===== src/rtl/nes_mem_sched_if.sv =====
// Loader, NES and SDRAM buses around the memory scheduler.
// master = the surrounding top level, slave = nes_mem_sched.
interface nes_mem_sched_if #(
  parameter int ADDR_W = 22
);
  logic              ld_write;
  logic [ADDR_W-1:0] ld_addr;
  logic [7:0]        ld_data;
  logic              ld_ready;
  logic              ld_overflow;
  logic [ADDR_W-1:0] nes_addr;
  logic              nes_rd_cpu;
  logic              nes_rd_ppu;
  logic              nes_we;
  logic [7:0]        nes_dout;
  logic              sd_clkref;
  logic [24:0]       sd_addr;
  logic              sd_we;
  logic [7:0]        sd_din;
  logic              sd_oeA;
  logic              sd_oeB;

  modport master (
    output ld_write, ld_addr, ld_data, nes_addr, nes_rd_cpu, nes_rd_ppu, nes_we, nes_dout,
    input  ld_ready, ld_overflow, sd_clkref, sd_addr, sd_we, sd_din, sd_oeA, sd_oeB
  );

  modport slave (
    input  ld_write, ld_addr, ld_data, nes_addr, nes_rd_cpu, nes_rd_ppu, nes_we, nes_dout,
    output ld_ready, ld_overflow, sd_clkref, sd_addr, sd_we, sd_din, sd_oeA, sd_oeB
  );
endinterface


===== src/rtl/nes_mem_sched.sv =====
// NES 4-phase clock-enable and SDRAM port sharing between the ROM loader and the NES core.
// Loader bytes are queued and written one per 4-clock slot; the NES is held in reset until drained.
module nes_mem_sched #(
  parameter int ADDR_W    = 22,
  parameter int FIFO_LOG2 = 2
) (
  input  logic           clk,
  input  logic           reset_n,
  input  logic           downloading,
  input  logic           ext_reset,
  output logic [1:0]     phase,
  output logic           run_nes,
  output logic           reset_nes,
  nes_mem_sched_if.slave bus
);
  localparam int DEPTH = 1 << FIFO_LOG2;

  typedef enum logic [1:0] {IDLE, LOAD, DRAIN, RUN} state_t;

  state_t               state;
  logic [ADDR_W-1:0]    fifo_addr [DEPTH];
  logic [7:0]           fifo_data [DEPTH];
  logic [FIFO_LOG2-1:0] rd_ptr;
  logic [FIFO_LOG2-1:0] wr_ptr;
  logic [FIFO_LOG2:0]   count;
  logic                 wr_pending;
  logic [ADDR_W-1:0]    wr_addr;
  logic [7:0]           wr_data;
  logic                 overflow;

  logic loader_own, slot_end, fifo_empty, fifo_full;
  logic pop, push, drop, load_entry;

  assign loader_own = (state == LOAD) || (state == DRAIN);
  assign slot_end   = (phase == 2'd3);
  assign fifo_empty = (count == '0);
  // count never exceeds DEPTH, so its MSB alone flags a full FIFO
  assign fifo_full  = count[FIFO_LOG2];
  assign pop        = loader_own && slot_end && !fifo_empty;
  assign push       = loader_own && bus.ld_write && (!fifo_full || pop);
  assign drop       = loader_own && bus.ld_write && !push;
  assign load_entry = ((state == IDLE) || (state == RUN)) && downloading;

  always_ff @(posedge clk) begin
    if (!reset_n) begin
      phase      <= 2'd0;
      state      <= IDLE;
      rd_ptr     <= '0;
      wr_ptr     <= '0;
      count      <= '0;
      wr_pending <= 1'b0;
      overflow   <= 1'b0;
    end else begin
      phase <= phase + 2'd1;

      if (push) wr_ptr <= wr_ptr + FIFO_LOG2'(1);
      if (pop)  rd_ptr <= rd_ptr + FIFO_LOG2'(1);
      case ({push, pop})
        2'b10:   count <= count + (FIFO_LOG2+1)'(1);
        2'b01:   count <= count - (FIFO_LOG2+1)'(1);
        default: count <= count;
      endcase

      if (drop)            overflow <= 1'b1;
      else if (load_entry) overflow <= 1'b0;

      // A popped byte stays on the bus for exactly one slot
      if (!loader_own)   wr_pending <= 1'b0;
      else if (slot_end) wr_pending <= !fifo_empty;

      case (state)
        IDLE:    if (downloading) state <= LOAD;
        LOAD:    if (!downloading) state <= (fifo_empty && !wr_pending) ? RUN : DRAIN;
        DRAIN: begin
          if (downloading)                    state <= LOAD;
          else if (fifo_empty && !wr_pending) state <= RUN;
        end
        RUN:     if (downloading) state <= LOAD;
        default: state <= IDLE;
      endcase
    end
  end

  // FIFO storage and the in-flight write carry no reset; ownership gating keeps them off the bus
  always_ff @(posedge clk) begin
    if (push) begin
      fifo_addr[wr_ptr] <= bus.ld_addr;
      fifo_data[wr_ptr] <= bus.ld_data;
    end
    if (pop) begin
      wr_addr <= fifo_addr[rd_ptr];
      wr_data <= fifo_data[rd_ptr];
    end
  end

  assign reset_nes       = (state != RUN) || ext_reset;
  assign run_nes         = slot_end && !reset_nes;
  assign bus.sd_clkref   = phase[1];
  assign bus.ld_ready    = !fifo_full;
  assign bus.ld_overflow = overflow;

  always_comb begin
    bus.sd_addr = '0;
    bus.sd_din  = '0;
    bus.sd_we   = 1'b0;
    bus.sd_oeA  = 1'b0;
    bus.sd_oeB  = 1'b0;
    if (loader_own) begin
      bus.sd_addr = 25'(wr_addr);
      bus.sd_din  = wr_data;
      bus.sd_we   = wr_pending;
    end else if (state == RUN) begin
      bus.sd_addr = 25'(bus.nes_addr);
      bus.sd_din  = bus.nes_dout;
      bus.sd_we   = bus.nes_we;
      bus.sd_oeA  = bus.nes_rd_cpu;
      bus.sd_oeB  = bus.nes_rd_ppu;
    end
  end
endmodule


===== src/flat_wrapper.sv =====
// flat-port wrapper written by rule: the top's interface ports become plain ports
module nes_mem_sched_flat 
#(
  parameter int ADDR_W    = 22,
  parameter int FIFO_LOG2 = 2
)
  (clk, reset_n, downloading, ext_reset, phase, run_nes, reset_nes, bus_ld_write, bus_ld_addr, bus_ld_data, bus_nes_addr, bus_nes_rd_cpu, bus_nes_rd_ppu, bus_nes_we, bus_nes_dout, bus_ld_ready, bus_ld_overflow, bus_sd_clkref, bus_sd_addr, bus_sd_we, bus_sd_din, bus_sd_oeA, bus_sd_oeB);
  nes_mem_sched_if #(.ADDR_W(ADDR_W)) bus_i ();
  input  logic clk;
  input  logic reset_n;
  input  logic downloading;
  input  logic ext_reset;
  output logic [1:0] phase;
  output logic run_nes;
  output logic reset_nes;
  input wire logic [$bits(bus_i.ld_write)-1:0] bus_ld_write;
  input wire logic [$bits(bus_i.ld_addr)-1:0] bus_ld_addr;
  input wire logic [$bits(bus_i.ld_data)-1:0] bus_ld_data;
  input wire logic [$bits(bus_i.nes_addr)-1:0] bus_nes_addr;
  input wire logic [$bits(bus_i.nes_rd_cpu)-1:0] bus_nes_rd_cpu;
  input wire logic [$bits(bus_i.nes_rd_ppu)-1:0] bus_nes_rd_ppu;
  input wire logic [$bits(bus_i.nes_we)-1:0] bus_nes_we;
  input wire logic [$bits(bus_i.nes_dout)-1:0] bus_nes_dout;
  output wire logic [$bits(bus_i.ld_ready)-1:0] bus_ld_ready;
  output wire logic [$bits(bus_i.ld_overflow)-1:0] bus_ld_overflow;
  output wire logic [$bits(bus_i.sd_clkref)-1:0] bus_sd_clkref;
  output wire logic [$bits(bus_i.sd_addr)-1:0] bus_sd_addr;
  output wire logic [$bits(bus_i.sd_we)-1:0] bus_sd_we;
  output wire logic [$bits(bus_i.sd_din)-1:0] bus_sd_din;
  output wire logic [$bits(bus_i.sd_oeA)-1:0] bus_sd_oeA;
  output wire logic [$bits(bus_i.sd_oeB)-1:0] bus_sd_oeB;
  assign bus_i.ld_write = bus_ld_write;
  assign bus_i.ld_addr = bus_ld_addr;
  assign bus_i.ld_data = bus_ld_data;
  assign bus_i.nes_addr = bus_nes_addr;
  assign bus_i.nes_rd_cpu = bus_nes_rd_cpu;
  assign bus_i.nes_rd_ppu = bus_nes_rd_ppu;
  assign bus_i.nes_we = bus_nes_we;
  assign bus_i.nes_dout = bus_nes_dout;
  assign bus_ld_ready = bus_i.ld_ready;
  assign bus_ld_overflow = bus_i.ld_overflow;
  assign bus_sd_clkref = bus_i.sd_clkref;
  assign bus_sd_addr = bus_i.sd_addr;
  assign bus_sd_we = bus_i.sd_we;
  assign bus_sd_din = bus_i.sd_din;
  assign bus_sd_oeA = bus_i.sd_oeA;
  assign bus_sd_oeB = bus_i.sd_oeB;
  nes_mem_sched #(.ADDR_W(ADDR_W), .FIFO_LOG2(FIFO_LOG2)) u_core (.clk(clk), .reset_n(reset_n), .downloading(downloading), .ext_reset(ext_reset), .phase(phase), .run_nes(run_nes), .reset_nes(reset_nes), .bus(bus_i));
endmodule

===== config.mk =====
export PLATFORM = sky130hd
export DESIGN_NAME = nes_mem_sched_flat
export DESIGN_NICKNAME = d
export VERILOG_FILES = /design/src/rtl/nes_mem_sched_if.sv /design/src/rtl/nes_mem_sched.sv /design/src/flat_wrapper.sv
export SDC_FILE = /design/constraint.sdc
export NUM_CORES = 1
export LEC_CHECK = 0
export ABC_AREA = 1
export BUFFER_PORTS_ARGS = -buffer_cell sky130_fd_sc_hd__buf_4
export CAP_MARGIN = 0
export CORE_MARGIN = 10
export CORE_UTILIZATION = 34
export DETAILED_ROUTE_END_ITERATION = 16
export MAX_ROUTING_LAYER = met4
export PLACE_DENSITY = 0.52
export RECOVER_POWER = 100
export SYNTH_ARGS = -nofsm -noshare
export SYNTH_HDL_FRONTEND = slang
export SYNTH_SLANG_ARGS = --single-unit

===== constraint.sdc =====
create_clock -name clk -period 8 [get_ports clk]
set_input_delay 1.6 -clock clk [delete_from_list [all_inputs] [get_ports clk]]
set_output_delay 1.6 -clock clk [all_outputs]
set_load 0.02 [all_outputs]

==> impl_metrics.tcl, run 1 <==
set metrics [dict create \
    status "finished, violations left" \
    violations "max-capacitance violations, max-slew violations" \
    synth-edff-count 150 \
    tns_ps 0 \
    antenna_found_initial 0 \
    drt-initial-drc-count 264 \
    setup_violations 0 \
    rows 50 \
    ios 111 \
    hold_start "u_core.phase[0]$_SDFF_PN0_" \
    cts_setup_buffers 0 \
    nets 718 \
    slew_violations 220 \
    min_path_type "flip-flop to flip-flop" \
    relSlewSlack -1.181 \
    syn_area_um2 6625 \
    yosysTopAreaCell "edfxtp_1" \
    path_clk_slew_ps 60 \
    placed_cells 881 \
    worst_pin_slew_ps 3259 \
    worst-endpoint-arrival_ps 5470 \
    n_antenna_cell 0 \
    wl_met3_um 794 \
    holdPathEnd "u_core.phase[0]$_SDFF_PN0_" \
    reg2reg_to "u_core.fifo_addr[0][3]$_DFFE_PP_" \
    cts-root-buf "clkbuf_16" \
    reg2reg_depth 6 \
    final_cell_count_no_fill 913 \
    top_layer_used "met4" \
    syn_inst 543 \
    finalCriticalPeriod_ps 5509 \
    r2r_setup_slack_ps 2490 \
    wl_met1_um 7288 \
    chipWidth_um 159.6 \
    grt_pass1_vias 4306 \
    die_height_um 159.6 \
    cp_max_fo 36 \
    final_antenna_net_count 0 \
    r2r_start "u_core.state[0]$_SDFFE_PN0P_" \
    synth_async_sr_flop_share 0 \
    yosysSeqAreaShare 0.7192 \
    path_cells "inv_1 -> ha_1 -> clkbuf_1 -> inv_4 -> nand3_1 -> nor2_1" \
    hold_viol 0 \
    clkSinkCount 163 \
    yosys_warnings 0 \
    crit_cells 6 \
    critPathKind "flip-flop to flip-flop" \
    ctsHoldBuffers 0 \
    dp_hpwl_um 9497 \
    max_freq_mhz 181.5 \
    grt_max_degree 63 \
    worst_path_max_delay_cell "nor2_1" \
    die_area_um2 25470 \
    grt_pass1_wl_um 24500 \
    clk_latency_ps 430 \
    worst_setup_path_start_kind "flip-flop" \
    crit_path_max_incr_delay_ps 2450 \
    p_per_area_nw_per_um2 282.2 \
    clockBufferDepth 2 \
    numCtsBuffers 17 \
    area_delta_synth_final_pct 19.55 \
    hold_path_depth 1 \
    grt_overflow 0 \
    rsz0062_at_grt "false" \
    ys_types 27 \
    syn_area_per_cell_um2 12.20 \
    path_delay_family "simple AND/OR/NAND/NOR gates" \
    drv_cap 6 \
    portBuffers 107 \
    yosysTopAreaCellShare 0.6799 \
    cts.htree.levels 4 \
    first_pass_iters 5 \
    post_cts_resized 0 \
    finalCritPeriodShare 0.6886 \
    wl_um 16130 \
    dr_wl_met2_um 7895 \
    viasPerCell 4.756 \
    cp.required_ps 7960 \
    cp_num_buf_inv 3 \
    initial_core_util 0.3495 \
    vias 4342 \
    grtUsageTotal 0.1284 \
    synth-seq-cells 163 \
    avgRoutedWirePerCell_um 17.67 \
    cts_tree "built" \
    ys_top_cells_by_area "edfxtp_1 68%, nand2_1 4.3%, nor2_1 4.3%, dfxtp_1 3.9%, o21ai_1 3.9%" \
    gp_congestion 0.7049 \
    synth_top_flop_cell "edfxtp_1" \
    cellLeakagePower_nw 2.868 \
    core_um2 18960 \
    drc 0 \
    clock-skew-final_ps 10.25 \
    synth_top_cells_by_count "150 x edfxtp_1, 76 x nand2_1, 76 x nor2_1, 51 x o21ai_1, 33 x nand3_1" \
    yosysMostFrequentCell "edfxtp_1" \
    endpoint_kind "flip-flop" \
    drive_gt1_frac 0.1179 \
    peakVddDrop_uv 169.3 \
]
==> flip-flops by register name, summed over array words and instances (netlist names) <==
| name | cells |
|---|---|
| u_core.rd_ptr | 2 |
| u_core.wr_ptr | 2 |
| u_core.phase | 2 |
| u_core.wr_data | 8 |
| u_core.state | 2 |
| u_core.bus.ld_overflow | 1 |
| u_core.wr_pending | 1 |
| u_core.fifo_addr | 88 |
| u_core.fifo_data | 32 |
| u_core.count | 3 |
| u_core.wr_addr | 22 |
==> cell usage in the layout, fill, tap and decap left out, types with 2 or more instances in the layout <==
cell type  instances
dfxtp_1           12
nor2_1            77
bufinv_16          4
buf_4             39
nand2_2            2
nand2_1           77
o21ai_2            2
edfxtp_1         150
inv_4              2
clkbuf_16         17
a21oi_1            6
ha_1               8
nand4_1            4
o21ai_1           22
clkinv_2           4
o22ai_1           30
clkbuf_1          75
inv_1             29
clkinv_4           2
conb_1             3
nand3_1           34
o21ai_0           45
==> power by group <==
part / internal, W / switching (W) / leakage [nW]
Clock: 0.000528 / 0.000309 / 0.302
Combinational: 0.0000921 / 0.000282 / 1.10
Sequential: 0.00101 / 0.0000178 / 1.46
Total: 0.00163 / 0.000609 / 2.87
==> stage by stage <==
step                      power [W]  instance area [um^2]  hold WS [ps]  setup WS (ps)  utilization
after floorplan            0.001294                  6633         469.0           4296            -
after CTS                  0.002321                  8233         445.7           3818       0.4343
after global routing       0.002341                  7920         473.1           1981       0.4178
final                      0.002235                  7920         441.5           2491       0.4178
after global placement     0.001469                  7621         436.5           4337       0.4020
after detailed placement   0.001481                  7621         433.2           4293       0.4020
==> per-layer routing <==
layer  up-vias  GRT usage
li1       2106          -
met1      2101     0.1516
met2       123     0.2076
met3        12    0.03718
met4         0    0.04044
met5         -          -
==> area by class of cell <==
cell class / count / area, um^2
Fill cell: 1813 / 11040
Sequential cell: 163 / 4766
Multi-Input combinational cell: 315 / 1529
Timing Repair Buffer: 111 / 563.0
Clock buffer: 21 / 450.4
Tap cell: 260 / 325.3
Clock inverter: 11 / 161.4
Inverter: 32 / 125.1
==> worst register-to-register path: stages (launching register included) <==
cell and delay, ps:
dfxtp_1 390, inv_1 70, ha_1 590, clkbuf_1 620, inv_4 580, nand3_1 320
nor2_1 2450
==> kinds of logic (layout without fill, tap and decap cells) <==
family,count (synthesis),count (layout),synth area share
adder cells (fa/ha/maj),10,10,0.02002
other,1,3,0.0005660
AND/OR/NAND/NOR,195,195,0.1218
flip-flops,163,163,0.7192
buffers and inverters,67,175,0.05005
AO/OA/AOI/OAI,107,107,0.08839
==> worst max-delay path by stage <==
stage / start / to
2_1_floorplan: ext_reset / run_nes
3_3_place_gp: ext_reset / run_nes
3_5_place_dp: u_core.state[0]$_SDFFE_PN0P_ / bus_sd_addr[5]
4_1_cts: u_core.state[0]$_SDFFE_PN0P_ / bus_sd_addr[5]
5_1_grt: u_core.state[0]$_SDFFE_PN0P_ / u_core.fifo_addr[0][7]$_DFFE_PP_
6_report: u_core.state[0]$_SDFFE_PN0P_ / u_core.fifo_addr[0][3]$_DFFE_PP_
(Power assumes the default switching activity.)
==> run 2, diff against run 1 <==
--- a/config.mk
+++ b/config.mk
@@ -5,14 +5,14 @@
 export SDC_FILE = /design/constraint.sdc
 export NUM_CORES = 1
 export LEC_CHECK = 0
-export ABC_AREA = 1
+export ABC_AREA = 0
 export BUFFER_PORTS_ARGS = -buffer_cell sky130_fd_sc_hd__buf_4
 export CAP_MARGIN = 0
 export CORE_MARGIN = 10
 export CORE_UTILIZATION = 34
 export DETAILED_ROUTE_END_ITERATION = 16
 export MAX_ROUTING_LAYER = met4
-export PLACE_DENSITY = 0.52
+export PLACE_DENSITY = 0.54
 export RECOVER_POWER = 100
 export SYNTH_ARGS = -nofsm -noshare
 export SYNTH_HDL_FRONTEND = slang
==> constraint.sdc (replaced) <==
create_clock -name clk -period 4.7 [get_ports clk]
set_input_delay 0.94 -clock clk [delete_from_list [all_inputs] [get_ports clk]]
set_output_delay 0.94 -clock clk [all_outputs]
set_load 0.02 [all_outputs]
==> run 2 against run 1 <==
The run still ends with max-capacitance violations, max-slew violations left. Core utilization up 0.35 points. Critical path type unchanged. Total power up 82%. Routed wire length down 14%. Via count down 18%. Synthesized cell count down 29%. Worst setup slack worse by 1500 ps.
==> impl_metrics.tcl, run 2 <==
set metrics [dict create \
    cts-root-buf "clkbuf_16" \
    avgRoutedWirePerCell_um 18.56 \
    cts_setup_buffers 0 \
    final_common_cell "edfxtp_1" \
    area_delta_synth_final_pct 21.68 \
    grt_overflow 0 \
    clockBufferDepth 2 \
    drv_cap 5 \
    max_freq_mhz 268.6 \
    setup_violations 0 \
    min_path_type "flip-flop to flip-flop" \
    yosysTopAreaCellShare 0.6931 \
    viasPerCell 4.763 \
    drive_gt1_frac 0.2078 \
    nets 575 \
    status "finished, violations left" \
    rsz0062_at_grt "false" \
    worst_slack_ps 976.4 \
    drt-initial-drc-count 156 \
    yosysTopAreaCell "edfxtp_1" \
    mostFrequentLayoutCells "150 x edfxtp_1, 70 x clkbuf_1, 41 x inv_1, 41 x buf_4, 36 x o21ai_0" \
    vias 3544 \
    path_clk_slew_ps 60 \
    antenna_found_initial 0 \
    dp_hpwl_um 8722 \
    rows 50 \
    finalCriticalPeriod_ps 3724 \
    portBuffers 107 \
    chipWidth_um 158.3 \
    first_pass_iters 4 \
    hold_viol 0 \
    violations "max-capacitance violations, max-slew violations" \
    finalCritPeriodShare 0.7922 \
    crit_path_max_incr_delay_ps 1370 \
    reg2reg_depth 5 \
    path_cells "inv_1 -> ha_1 -> buf_4 -> nor2b_1 -> and3_1" \
    numCtsBuffers 17 \
    largest_reg_flops 88 \
    post_cts_resized 0 \
    reg2reg_to "u_core.fifo_data[0][1]$_DFFE_PP_" \
    critical_path.endpoint "u_core.fifo_data[0][1]$_DFFE_PP_" \
    syn_area_per_cell_um2 16.84 \
    synth_top_cells_by_count "150 x edfxtp_1, 41 x inv_1, 36 x o21ai_0, 30 x mux4_2, 28 x nand3_1" \
    synth-edff-count 150 \
    yosys_warnings 0 \
    synth-seq-cells 163 \
    n_antenna_cell 0 \
    p_per_area_nw_per_um2 514.8 \
    ys_types 35 \
    syn_inst 386 \
    largest_registers "u_core.fifo_addr: 88 flops, u_core.fifo_data: 32 flops, u_core.wr_addr: 22 flops" \
    synth_top_flop_cell "edfxtp_1" \
    grtUsageTotal 0.1168 \
    n_fill_cell 1757 \
    drc 0 \
    cts.htree.levels 4 \
    worst_setup_path_start_kind "flip-flop" \
    relSlewSlack -0.1357 \
    clock-skew-final_ps 7.616 \
    die_area_um2 25040 \
    peakVddDrop_uv 241.3 \
    grt_max_degree 42 \
    yosysSeqAreaShare 0.7332 \
    initial_core_util 0.3463 \
    final_antenna_net_count 0 \
    dp_slack_ps 1486 \
    yosysMostFrequentCell "edfxtp_1" \
    r2r_setup_slack_ps 980 \
    largest_register "u_core.fifo_addr" \
    grt_pass1_wl_um 21240 \
    worst_pin_slew_ps 1704 \
    r2r_start "u_core.state[0]$_SDFFE_PN0P_" \
    synth_async_sr_flop_share 0 \
    cp-startpoint "u_core.state[0]$_SDFFE_PN0P_" \
    cts_tree "built" \
    critPathKind "flip-flop to flip-flop" \
    grt_pass1_vias 3816 \
    ios 111 \
    core_um2 18770 \
    worst_path_max_delay_cell "and3_1" \
    slew_violations 157 \
    cp_max_fo 41 \
    ctsHoldBuffers 0 \
    worst-endpoint-arrival_ps 3730 \
    gp_congestion 0.6865 \
    clkSinkCount 163 \
    postLayoutCoreUtil 0.4213 \
    wl_um 13810 \
    cellLeakagePower_nw 2.668 \
    syn_area_um2 6499 \
    endpoint_kind "flip-flop" \
    ys_top_cells_by_area "edfxtp_1 69%, mux4_2 10%, dfxtp_1 4.0%, o21ai_0 2.8%, inv_1 2.4%" \
    cp.required_ps 4710 \
    clk_latency_ps 410 \
    die_height_um 158.3 \
    tns_ps 0 \
]
run 2: stage by stage:
step,power (W),instances,cell area (um^2),hold slack [ps]
final,0.004071,744,7908,471.9
after detailed placement,0.002750,712,7536,466.5
after CTS,0.004245,744,8179,477.8
after global placement,0.002718,712,7536,428.3
after global routing,0.004269,744,7908,499.2
after floorplan,0.002360,388,6511,479.0
run 2: cell families (layout without fill, tap and decap cells):
logic type | Yosys count | after routing | share of synthesized area
AOI/OAI and AO/OA | 48 | 48 | 0.03870
DFF | 163 | 163 | 0.7332
buffers and inverters | 63 | 185 | 0.04236
and+or+nand+nor | 67 | 67 | 0.05506
adders and majority gates | 10 | 10 | 0.02041
muxes | 32 | 32 | 0.1070
xor gates and xnor gates | 2 | 2 | 0.002696
other | 1 | 3 | 0.0005770
run 2: routing by layer:
metal  part of all wire  routed length [um]  vias up  track usage
met5                  0                   0        -            -
met4              0.012                 160        0      0.03661
met3              0.057                 790       12      0.03346
met2               0.50                6857       99       0.1904
met1               0.43                5997     1756       0.1380
li1                   -                   -     1677            -
run 2: final cells by class:
cell class              instances  area (um^2)  area share
repair buffers                111        570.5     0.07215
inverters                      42        157.7     0.01994
flip-flops and latches        163         4766      0.6027
multi-input cells             162         1478      0.1869
clock buffers                  17        425.4     0.05380
well taps                     234        292.8     0.03703
clock inverters                15        217.7     0.02753
run 2: worst min path at each step:
stage	start	endpoint	slack, ps	cells after the start
global route	u_core.phase[0]$_SDFF_PN0_	u_core.phase[0]$_SDFF_PN0_	500	1
CTS	u_core.phase[0]$_SDFF_PN0_	u_core.phase[0]$_SDFF_PN0_	480	1
floorplan	u_core.wr_pending$_SDFFE_PN0N_	u_core.wr_pending$_SDFFE_PN0N_	480	2
detailed placement	u_core.phase[0]$_SDFF_PN0_	u_core.phase[0]$_SDFF_PN0_	470	1
global placement	u_core.phase[0]$_SDFF_PN0_	u_core.phase[0]$_SDFF_PN0_	430	1
finish	u_core.phase[0]$_SDFF_PN0_	u_core.phase[0]$_SDFF_PN0_	470	1
run 2: report_power, final:
group / switching, W / internal (W) / leakage [nW] / total [W]
clock: 0.000576 / 0.000907 / 0.312 / 0.00148
combinational: 0.000560 / 0.000244 / 0.891 / 0.000804
sequential: 0.0000423 / 0.00174 / 1.47 / 0.00178
total: 0.00118 / 0.00289 / 2.67 / 0.00407
run 2: worst max-delay path, delay by kind of cell, from the launching register on:
| family | cells | cell delay (ps) |
|---|---|---|
| AND/OR/NAND/NOR | 2 | 1760 |
| flip-flops | 1 | 380 |
| buffers and inverters | 2 | 500 |
| adder cells (fa/ha/maj) | 1 | 640 |
==> run 3, diff against run 2 <==
--- a/config.mk
+++ b/config.mk
@@ -12,7 +12,7 @@
 export CORE_UTILIZATION = 34
 export DETAILED_ROUTE_END_ITERATION = 16
 export MAX_ROUTING_LAYER = met4
-export PLACE_DENSITY = 0.54
+export PLACE_DENSITY = 0.52
 export RECOVER_POWER = 100
 export SYNTH_ARGS = -nofsm -noshare
 export SYNTH_HDL_FRONTEND = slang
==> constraint.sdc (replaced) <==
create_clock -name clk -period 3.5 [get_ports clk]
set_input_delay 0.7 -clock clk [delete_from_list [all_inputs] [get_ports clk]]
set_output_delay 0.7 -clock clk [all_outputs]
set_load 0.02 [all_outputs]
==> run 3 against run 2 <==
The run still ends with max-capacitance violations, max-slew violations left. Cell count is 0.94% higher. First-iteration DRC count is 35% higher. Clock power is 20% higher. Sequential cell count stayed put. Via count is 0.71% higher. Hold slack worse by 20 ps. Total power is 30% higher. Clock skew is 4.3 ps higher. Combinational power is 39% higher. Non-clock buffer count is 7 higher. Design area is 0.16% lower. Core utilization is 0.067 points lower.
==> impl_metrics.tcl, run 3 (synthesized netlist as in run 2, its figures left out) <==
set metrics [dict create \
    hold_path_depth 1 \
    numCtsBuffers 17 \
    drc 0 \
    crit_path_max_incr_delay_ps 480 \
    post_cts_resized 0 \
    finalCritPeriodShare 0.8803 \
    switchingPower_w 0.001582 \
    area_delta_synth_final_pct 21.49 \
    worst_path_max_delay_cell "ha_1" \
    critPathKind "flip-flop to output pin" \
    grt_overflow 0 \
    worst_setup_path_start_kind "flip-flop" \
    cp-startpoint "u_core.state[0]$_SDFFE_PN0P_" \
    portBuffers 107 \
    setup_violations 0 \
    cp_max_fo 28 \
    hold_viol 0 \
    clkSinkCount 163 \
    finalCriticalPeriod_ps 3081 \
    postLayoutCoreUtil 0.4207 \
    n_fill_cell 1762 \
    cts_tree "built" \
    clk_latency_ps 430 \
    cellLeakagePower_nw 2.665 \
    largest_registers "u_core.fifo_addr: 88 flops, u_core.fifo_data: 32 flops, u_core.wr_addr: 22 flops" \
    clock-skew-final_ps 11.91 \
    ios 111 \
    worst-endpoint-arrival_ps 2380 \
    stdcell_area_um2 7895 \
    grt_pass1_vias 3864 \
    n_antenna_cell 0 \
    final_cell_count_no_fill 751 \
    cp.required_ps 2800 \
    die_area_um2 25040 \
    grtUsageTotal 0.1181 \
    largest_register "u_core.fifo_addr" \
    placed_cells 719 \
    use_met2 0.1892 \
    viasPerCell 4.752 \
    chipWidth_um 158.3 \
    drv_cap 1 \
    max_freq_mhz 324.6 \
    cts.htree.levels 4 \
    r2r_start "u_core.state[0]$_SDFFE_PN0P_" \
    initial_core_util 0.3463 \
    endpoint_kind "output pin" \
    rsz0062_at_grt "false" \
    worst_pin_slew_ps 1740 \
    die_height_um 158.3 \
    nets 582 \
    clockBufferDepth 2 \
    slew_violations 33 \
    path_delay_family "buffers and inverters" \
    pwr-share-seq 0.452 \
    rows 50 \
    hold_start "u_core.phase[0]$_SDFF_PN0_" \
    peakVddDrop_uv 422.0 \
    sw_frac_of_total 0.2998 \
    largest_reg_flops 88 \
    tns_ps 0 \
    clock_power_share 0.336 \
    p_comb_frac 0.212 \
    crit_cells 7 \
    min_path_type "flip-flop to flip-flop" \
    drt-initial-drc-count 210 \
    cts-root-buf "clkbuf_16" \
    drive_gt1_frac 0.2263 \
    dp_hpwl_um 9271 \
    antenna_found_initial 0 \
    path_cells "inv_1 -> ha_1 -> buf_4 -> and2_0 -> nand2_1 -> o21ai_0 -> clkbuf_1" \
    path_clk_slew_ps 70 \
    met1_usage 0.1401 \
    violations "max-capacitance violations, max-slew violations" \
    reg2reg_depth 6 \
    vias 3569 \
    cts_setup_buffers 0 \
    relSlewSlack -0.1616 \
    wl_um 13930 \
    final_antenna_net_count 0 \
    avgRoutedWirePerCell_um 18.55 \
    grt_busiest_layer "met2" \
    gp_congestion 0.7537 \
    place_area_um2 7601 \
    final_common_cell "edfxtp_1" \
    ctsHoldBuffers 0 \
    grt_max_degree 33 \
    p_per_area_nw_per_um2 668.5 \
    intPower_w 0.003696 \
    core_um2 18770 \
    cp_num_buf_inv 3 \
    status "finished, violations left" \
    mostFrequentLayoutCells "150 x edfxtp_1, 68 x clkbuf_1, 46 x buf_4" \
    grt_pass1_wl_um 21330 \
    gr-usage-met3 0.03562 \
    first_pass_iters 6 \
]
-- run 3: cell types whose count changed in the layout (fill, tap and decap cells not counted), sizes merged --
cell      delta
buf          +6
bufinv       -3
clkinv       +2
clkinvlp     +2
clkbuf       +1
inv          -1
-- run 3: metrics by stage --
stage / hold WS [ps] / total power (W) / setup slack [ps]
2_1_floorplan: 479.0 / 0.003174 / 282.6
3_3_place_gp: 431.4 / 0.003683 / 1035
3_5_place_dp: 441.8 / 0.003720 / 939.4
4_1_cts: 457.5 / 0.005505 / 540.3
5_1_grt: 484.5 / 0.005549 / 204.3
6_report: 452.1 / 0.005278 / 419.1
-- run 3: layer usage --
| layer | wire length (um) | vias up |
|---|---|---|
| met5 | 0 | - |
| met2 | 7011 | 92 |
| met4 | 185 | 0 |
| met1 | 5952 | 1773 |
| met3 | 782 | 11 |
| li1 | - | 1693 |
-- run 3: worst register-to-register path, stage by stage (launching register included) --
cell and delay, ps:
dfxtp_1 370, inv_1 80, ha_1 430, buf_4 290, nor2b_1 360, and3_2 250
clkbuf_1 830
-- run 3: path summary, 6_finish.rpt --
check                                                         to  slack (ps)
worst max-delay path                               bus_sd_din[5]         420
worst max register to register  u_core.fifo_addr[0][4]$_DFFE_PP_         500
worst min register to register        u_core.phase[0]$_SDFF_PN0_         450
worst min-delay path                  u_core.phase[0]$_SDFF_PN0_         450
-- run 3: power groups by stage --
stage | clock network, W | registers [W] | logic (W)
detailed placement | 0 | 0.00243 | 0.00129
global placement | 0 | 0.00242 | 0.00127
finish | 0.00177 | 0.00239 | 0.00112
floorplan | 0 | 0.00242 | 0.000759
global route | 0.00191 | 0.00240 | 0.00123
CTS | 0.00182 | 0.00239 | 0.00129
-- run 3: final cells by class --
class,instances,area (um^2),area share
Clock inverter,15,147.6,0.01870
Clock buffer,17,425.4,0.05388
Sequential cell,163,4766,0.6036
Timing Repair Buffer,118,635.6,0.08051
Inverter,42,157.7,0.01997
Tap cell,234,292.8,0.03708
Multi-Input combinational cell,162,1470,0.1862
